$ cat config.mk
export PLATFORM = sky130hd
export DESIGN_NAME = ctrl_frame_sender
export DESIGN_NICKNAME = d
export VERILOG_FILES = /design/src/rtl/ctrl_frame_sender.sv
export SDC_FILE = /design/constraint.sdc
export NUM_CORES = 1
export LEC_CHECK = 0
export BUFFER_PORTS_ARGS = -buffer_cell sky130_fd_sc_hd__buf_2
export CAP_MARGIN = 15
export CORE_MARGIN = 2
export CORE_UTILIZATION = 60
export CTS_CLUSTER_SIZE = 8
export DETAILED_ROUTE_END_ITERATION = 10
export PLACE_DENSITY = 0.8
export SLEW_MARGIN = 20
export SYNTH_ARGS = -nofsm -noshare
export SYNTH_HDL_FRONTEND = slang
export SYNTH_SLANG_ARGS = --single-unit
export TNS_END_PERCENT = 100
$ cat constraint.sdc
create_clock -name clk -period 3.04 [get_ports clk]
set_clock_uncertainty 0.05 [all_clocks]
set_input_delay 0.76 -clock clk [delete_from_list [all_inputs] [get_ports clk]]
set_output_delay 0.76 -clock clk [all_outputs]
set_load 0.03 [all_outputs]
$ cat src/rtl/ctrl_frame_sender.sv
// Control-frame sender: picosoc-mapped frame buffer and config register. A send
// streams the body bytes into the TX body FIFO first, then writes one header word.
module ctrl_frame_sender #(
    parameter int HEADER_DWIDTH = 128
) (
    input  logic                     clk,
    input  logic                     rst,
    output logic [HEADER_DWIDTH-1:0] h_fifo_din,
    output logic                     h_fifo_wren,
    input  logic                     h_fifo_full,
    output logic [7:0]               b_fifo_din,
    output logic                     b_fifo_wren,
    output logic                     b_fifo_del,
    input  logic                     b_fifo_full,
    input  logic                     iomem_valid,
    output logic                     iomem_ready,
    input  logic [3:0]               iomem_wstrb,
    input  logic [31:0]              iomem_addr,
    input  logic [31:0]              iomem_wdata,
    output logic [31:0]              iomem_rdata
);
    localparam logic [7:0] REG_REGION = 8'h15;
    localparam logic [7:0] BUF_REGION = 8'h05;
    localparam logic [6:0] MAX_LEN    = 7'd48;
    localparam logic [6:0] RST_LEN    = 7'd46;

    typedef enum logic [1:0] {IDLE, BODY, HEADER, DONE} state_t;

    state_t      state, state_next;
    logic [31:0] mem [16];
    logic [6:0]  body_len, frame_len, eff_len;
    logic [5:0]  cnt;
    logic [3:0]  body_idx;
    logic [31:0] body_word, cfg_rd;
    logic [7:0]  body_byte;
    logic [127:0] hdr;
    logic        err, busy, last_byte;
    logic        is_reg, is_buf, access, cfg_wr;
    logic        send_req, clr_req, send_ok, err_set, buf_wr;
    logic        unused_addr;

    function automatic logic [31:0] swap(input logic [31:0] w);
        return {w[7:0], w[15:8], w[23:16], w[31:24]};
    endfunction

    assign unused_addr = ^{iomem_addr[23:6], iomem_addr[1:0]};

    assign busy   = (state != IDLE);
    assign is_reg = (iomem_addr[31:24] == REG_REGION);
    assign is_buf = (iomem_addr[31:24] == BUF_REGION);
    // Requests to foreign regions are never acknowledged.
    assign access = iomem_valid && !iomem_ready && (is_reg || is_buf);
    assign cfg_wr = access && is_reg;

    assign send_req = cfg_wr && iomem_wstrb[3] && iomem_wdata[30];
    assign clr_req  = cfg_wr && iomem_wstrb[3] && iomem_wdata[27];
    assign eff_len  = iomem_wstrb[0] ? iomem_wdata[6:0] : body_len;
    assign send_ok  = send_req && !busy && (eff_len != 7'd0);
    assign buf_wr   = access && is_buf && (iomem_wstrb != 4'd0) && !busy;
    // Set has priority over clear when both arrive together.
    assign err_set  = (send_req && !send_ok) ||
                      (access && is_buf && (iomem_wstrb != 4'd0) && busy);

    assign cfg_rd = {busy, 3'b000, err, 20'd0, body_len};

    assign body_idx  = 4'd4 + cnt[5:2];
    assign body_word = mem[body_idx];
    assign body_byte = body_word[{cnt[1:0], 3'b000} +: 8];
    assign last_byte = (cnt == 6'(frame_len - 7'd1));

    always_comb begin
        hdr = {swap(mem[0]), swap(mem[1]), swap(mem[2]), swap(mem[3])};
        hdr[114] = 1'b1;
        hdr[115] = 1'b1;
    end

    always_ff @(posedge clk) begin
        if (rst) state <= IDLE;
        else     state <= state_next;
    end

    always_comb begin
        state_next  = state;
        b_fifo_wren = 1'b0;
        b_fifo_din  = 8'd0;
        b_fifo_del  = 1'b0;
        h_fifo_wren = 1'b0;
        h_fifo_din  = '0;
        case (state)
            IDLE: if (send_ok) state_next = BODY;
            BODY: begin
                if (!b_fifo_full) begin
                    b_fifo_wren = 1'b1;
                    b_fifo_din  = body_byte;
                    b_fifo_del  = last_byte;
                    if (last_byte) state_next = HEADER;
                end
            end
            HEADER: begin
                h_fifo_din = HEADER_DWIDTH'(hdr);
                if (!h_fifo_full) begin
                    h_fifo_wren = 1'b1;
                    state_next  = DONE;
                end
            end
            DONE: state_next = IDLE;
            default: state_next = IDLE;
        endcase
    end

    always_ff @(posedge clk) begin
        if (rst) begin
            iomem_ready <= 1'b0;
            iomem_rdata <= 32'd0;
            body_len    <= RST_LEN;
            err         <= 1'b0;
            frame_len   <= 7'd0;
            cnt         <= 6'd0;
        end else begin
            iomem_ready <= access;
            if (access) iomem_rdata <= is_reg ? cfg_rd : mem[iomem_addr[5:2]];
            if (cfg_wr && iomem_wstrb[0]) body_len <= iomem_wdata[6:0];
            if (err_set)      err <= 1'b1;
            else if (clr_req) err <= 1'b0;
            if (send_ok) begin
                frame_len <= (eff_len > MAX_LEN) ? MAX_LEN : eff_len;
                cnt       <= 6'd0;
            end else if (b_fifo_wren) begin
                cnt <= cnt + 6'd1;
            end
        end
    end

    // Buffer contents survive reset.
    always_ff @(posedge clk) begin
        if (buf_wr) begin
            for (int i = 0; i < 4; i++)
                if (iomem_wstrb[i]) mem[iomem_addr[5:2]][8*i +: 8] <= iomem_wdata[8*i +: 8];
        end
    end
endmodule

Word-level counts from Yosys, hierarchy flattened:

Memory sizes are Yosys's and may differ from the RTL's.
Index checks and enable logic that the tools add are counted.

* bits in registers: 55
* bits in writable memories: 512
* input port bits: 73
* output and inout port bits: 172
* logic and storage cells: 80
* memories: 1

Memories
* mem: words 16, width 32, read ports 6, clocked after Yosys merged registers in 0, write ports 1, RTL line 30 `logic [31:0] mem [16];`

* add/sub/neg operators: 3
* order comparisons: 1
* equality and inequality tests: 10
* shift-type cells: 1
* muxes and demuxes: 31
* reduce and logical (&&, ||, !) cells: 26

Operators with widths (count)
* 128-bit two-way mux: 1
* 32-bit two-way mux: 1
* 32-bit by 6-bit variable part select with 8-bit output: 1
* 1-bit two-way mux: 20
* 8-bit two-way mux: 2
* 1-bit logical AND: 14
* 8-bit by 3-bit equality test with 1-bit output (second input constant): 1
* 8-bit by 5-bit equality test with 1-bit output (second input constant): 1
* 2-bit two-way mux: 4
* 2-bit inequality test (second input constant): 4
* 2-bit case mux with 4 select lines: 1
* 7-bit by 6-bit greater-than comparator with 1-bit output (second input constant): 1
* 7-bit two-way mux: 1
* 7-bit nonzero test: 1
* 6-bit by 1-bit adder with 6-bit output (second input constant): 1
* 6-bit equality test: 1
* 6-bit two-way mux: 1
* 6-bit by 1-bit subtractor with 6-bit output (second input constant): 1
* 3-bit by 4-bit adder with 4-bit output (first input constant): 1
* 2-bit equality test (second input constant): 2
* 4-bit AND reduction: 1
* 2-bit nonzero test: 2
* 4-bit nonzero test: 1
* 1-bit logical NOT: 3
* other kinds (4): 5

Logic depth before layout (Yosys ltp):

* depth in word-level cells: 12
* gate-level depth with buffers: 11
* gate-level depth less buffers: 9

Worst setup path after synthesis:

OpenSTA, ideal clock, no wires.

* path type: in2out
* start point: input b_fifo_full
* end point: output b_fifo_din[1]
* arrival: 2.359 ns
* data required time: 2.230 ns
* slack: -0.129 ns
* cell stages on the path: 4
* path buffers: 1
* cell sequence: nor2b_1 clkbuf_1 nand2b_1 o31ai_1

* longest elaborated chain between the ends: 2

RTL lines
* from (decl): RTL line 14 `input logic b_fifo_full,`
* 8-bit two-way mux: RTL line 92 `if (!b_fifo_full) begin`
* 8-bit two-way mux: RTL line 89 `case (state)`
* to (decl): RTL line 11 `output logic [7:0] b_fifo_din,`

Every way passes these cells.

Worst setup path after layout:

* start point: register cnt[2]
* end point: output b_fifo_din[3]

* longest elaborated chain between the ends: 5

RTL lines
* from (decl): RTL line 32 `logic [5:0] cnt;`
* from (signal assigned): RTL line 129 `cnt <= cnt + 6'd1;`
* 3-bit by 4-bit adder with 4-bit output: RTL line 66 `assign body_idx = 4'd4 + cnt[5:2];`
* memory 16 x 32 bit
* 32-bit by 6-bit variable part select with 8-bit output: RTL line 68 `assign body_byte = body_word[{cnt[1:0], 3'b000} +: 8];`
* 8-bit two-way mux: RTL line 92
* 8-bit two-way mux: RTL line 89

Every way passes these cells.

==> metrics.md <==
| Metric | Value |
|---|---|
| Hold_buf cts | 0 |
| Vias per cell | slightly above 7 |
| Total Wirelength | 87,700 um |
| WL/cell | 33.8 um |
| Die area | 46,700 um2 |
| Max Slew Vio Count | 0 |
| Final Hold Fails | 0 |
| Pleak | 11.6 nW |
| FP Rows | 77 |
| # port buffers | 224 |
| Initial antenna violation count | 4 |
| Failing checks | setup timing |
| Synth unique cells | 55 |
| Hold Path Class | reg2reg |
| Worst reg2reg startpoint | cnt[2] |
| Clock transition at path regs | roughly 0.050 ns |
| Fillers | approximately 2,400 |
| Largest net degree at the start of global routing | 132 |
| Area grow syn2layout | 23.4% |
| Number of global-route vias before repair | 18,500 |
| Syn avg cell area | 17.9 um2 |
| ANT nets after route | 0 |
| Worst skew pair latency | 0.61 ns |
| Critical path type | reg2out |
| Starting DRT DRC Count | between 3,000 and 4,000 |
| Number of detailed-route iterations in the first pass | 7 |
| Critical Path End Type | primary output |
| WHS Endpoint | iomem_rdata[3] |
| Slew of the pin with the lowest slew margin | approximately 0.63 ns |
| Cells after Synth | around 1,500 |
| DRC viols | 0 |
| Max Clock Freq | 256 MHz |
| Clk sinks | 567 |
| Commonest non-fill, non-tap cell in the layout | edfxtp_1 |
| Core footprint | 44,300 um2 |
| Worst EP required | 2.23 ns |
| Slew HR | 58.0% |
| Max Cap Viol | 0 |
| Number of flops mapped to enable cells by yosys | 512 |
| Syn Nets | 1,589 |
| Fraction of the cycle the final worst path needs | 129% |
| Mapped Area | 27,000 um2 |
| Worst hold start | iomem_rdata[3] |
| Crit path launch type | flop |
| Final Util | around 75% |
| VDD IR-drop max | 0.000364 V |
| Worst setup margin | -0.867 ns |
| Nets | 2,017 |
| Die width | around 220 um |
| Total chip power | 17.7 mW |
| Initial Util | 60.9% |
| First-pass GRT wire length | 121,000 um |
| P per Cell Area | 532 nW/um2 |
| Global Route Usage Sum | 36.1% |
| RSZ-0062 raised after global routing | true |
| CTS tree | built |
| Hold path depth | 2 |
| DIE HEIGHT | between 200 and 250 um |
| Setup TNS | -6.58 ns |
| Reg2reg end | state[1] |
| Worst r2r path cells | 12 |
| Io pins | 245 |
| GRT overflow | 0 |
| Tmin final | 3.91 ns |
| Async SR Flop Fraction | 0% |
| Via count | 18,500 |
| Final setup vio count | 9 |
| Most frequent cells in the layout | edfxtp_1 (512), mux4_2 (306), buf_2 (213) |
| Seq/Total Area, Yosys | 61.1% |
| YS warnings | 0 |
| Status | finished, violations left |
| DP HPWL | 51,000 um |
| CP arrival | 3.10 ns |
| Clock Root Buffer | clkbuf_16 |
| Maximum clock path buffer count | 3 |
| Seq cells post-synth | 567 |
| Total CTS buffers | 80 |
| Top_reg_cell synth | edfxtp_1 |
| RD Place Congestion | a little over 0.9 |
| Layout cells sized above 1 | 44.7% |
| Max FO, Critical Path | 6 |
| Final hold slack | 0.447 ns |
| R2R Setup Slk | 0.74 ns |
| H-tree depth | 3 |
-- cells in the mapped netlist (all sizes together) (2+ instances only) --
master	count	area [um2]
o21ai	13	65.1
nand4	4	25.0
o32ai	3	26.3
mux2i	31	310
o211ai	2	15.0
nand2b	5	31.3
mux2	2	22.5
mux4	306	6890
nand3	15	75.1
buf	57	337
a21boi	2	15.0
xor2	6	52.6
nor2b	8	50.1
ha	5	62.6
a211oi	6	57.6
clkbuf	56	210
edfxtp	512	15400
inv	8	30.0
dfxtp	55	1100
xnor2	4	35.0
a22oi	35	263
a31oi	4	25.0
a21oi	33	169
nor2	128	480
and3	3	18.8
nor3	2	10.0
o22ai	5	31.3
nand2	48	183
nor4	3	18.8
or3	3	28.8
o31ai	2	15.0
and2	131	820
-- logic make-up after synthesis --
group	Yosys count	share of synthesized area (%)
mux	339	26.8
xor+xnor	10	0.325
simple gates	355	6.63
fa+ha+maj	5	0.232
buf+inv	123	2.18
flops	567	61.1
compound gates	112	2.76
-- what timing repair did --
action	CTS	global route
setup buffers	9	28
endpoints found under the hold margin	0	0
gates resized for setup	40	57
cloned	3	2
pin swaps	4	15
endpoints found under the setup margin	9	9
-- area by class of cell --
type	instances	area [um2]	share of cell area (%)
multi-input cells	821	10100	30.3
diodes	1	2.50	0.00752
clock buffers	144	2310	6.93
repair buffers	460	3600	10.8
clock inverters	3	26.3	0.0789
inverters	9	33.8	0.101
flip-flops and latches	567	16500	49.6
well taps	592	741	2.23
-- worst max-delay path, cell delays in order, from the launching register on --
cell and delay, ns:
dfxtp_4 0.42, buf_12 0.12, buf_8 0.11, buf_16 0.14, mux4_2 0.57, mux4_2 0.56, a22oi_2 0.21, buf_6 0.15
o21ai_4 0.06, buf_6 0.14
-- routing by layer --
layer	track usage, %	wire length [um]
met5	0	27
met4	19.7	5830
met3	10.0	12500
met2	57.5	42300
met1	45.5	27000
-- where the power goes --
group          total, mW  internal (mW)  switching, mW  leakage [nW]
clock network       8.48           5.08           3.40          1.11
registers           8.49           8.49        0.00170          5.05
logic              0.719          0.304          0.414          5.41
-- worst max-delay path by stage --
stage	startpoint	to	slack [ns]	cells after the start
6_report	cnt[2]	b_fifo_din[3]	-0.87	9
5_1_grt	cnt[2]	b_fifo_din[3]	-0.90	9
4_1_cts	cnt[2]	b_fifo_din[4]	-0.85	8
3_5_place_dp	cnt[2]	b_fifo_din[1]	-0.26	8
3_3_place_gp	cnt[2]	b_fifo_din[1]	-0.24	8
2_1_floorplan	cnt[3]	b_fifo_din[6]	-0.00007	7
-- metrics by stage --
step	std cells	cell area [um2]	setup WS (ns)
after detailed placement	2410	30200	-0.259
after global placement	2410	30200	-0.241
final	2597	33300	-0.867
after CTS	2569	32800	-0.853
after global routing	2596	33300	-0.900
after floorplan	1511	27000	-0.0000717
-- sequential cells by signal (all words and copies together), names as in the netlist --
signal       cells
body_len         7
cnt              6
err              1
frame_len        6
iomem_rdata     32
iomem_ready      1
mem            512
state            2
No activity file was read; power rests on OpenSTA's default activity.
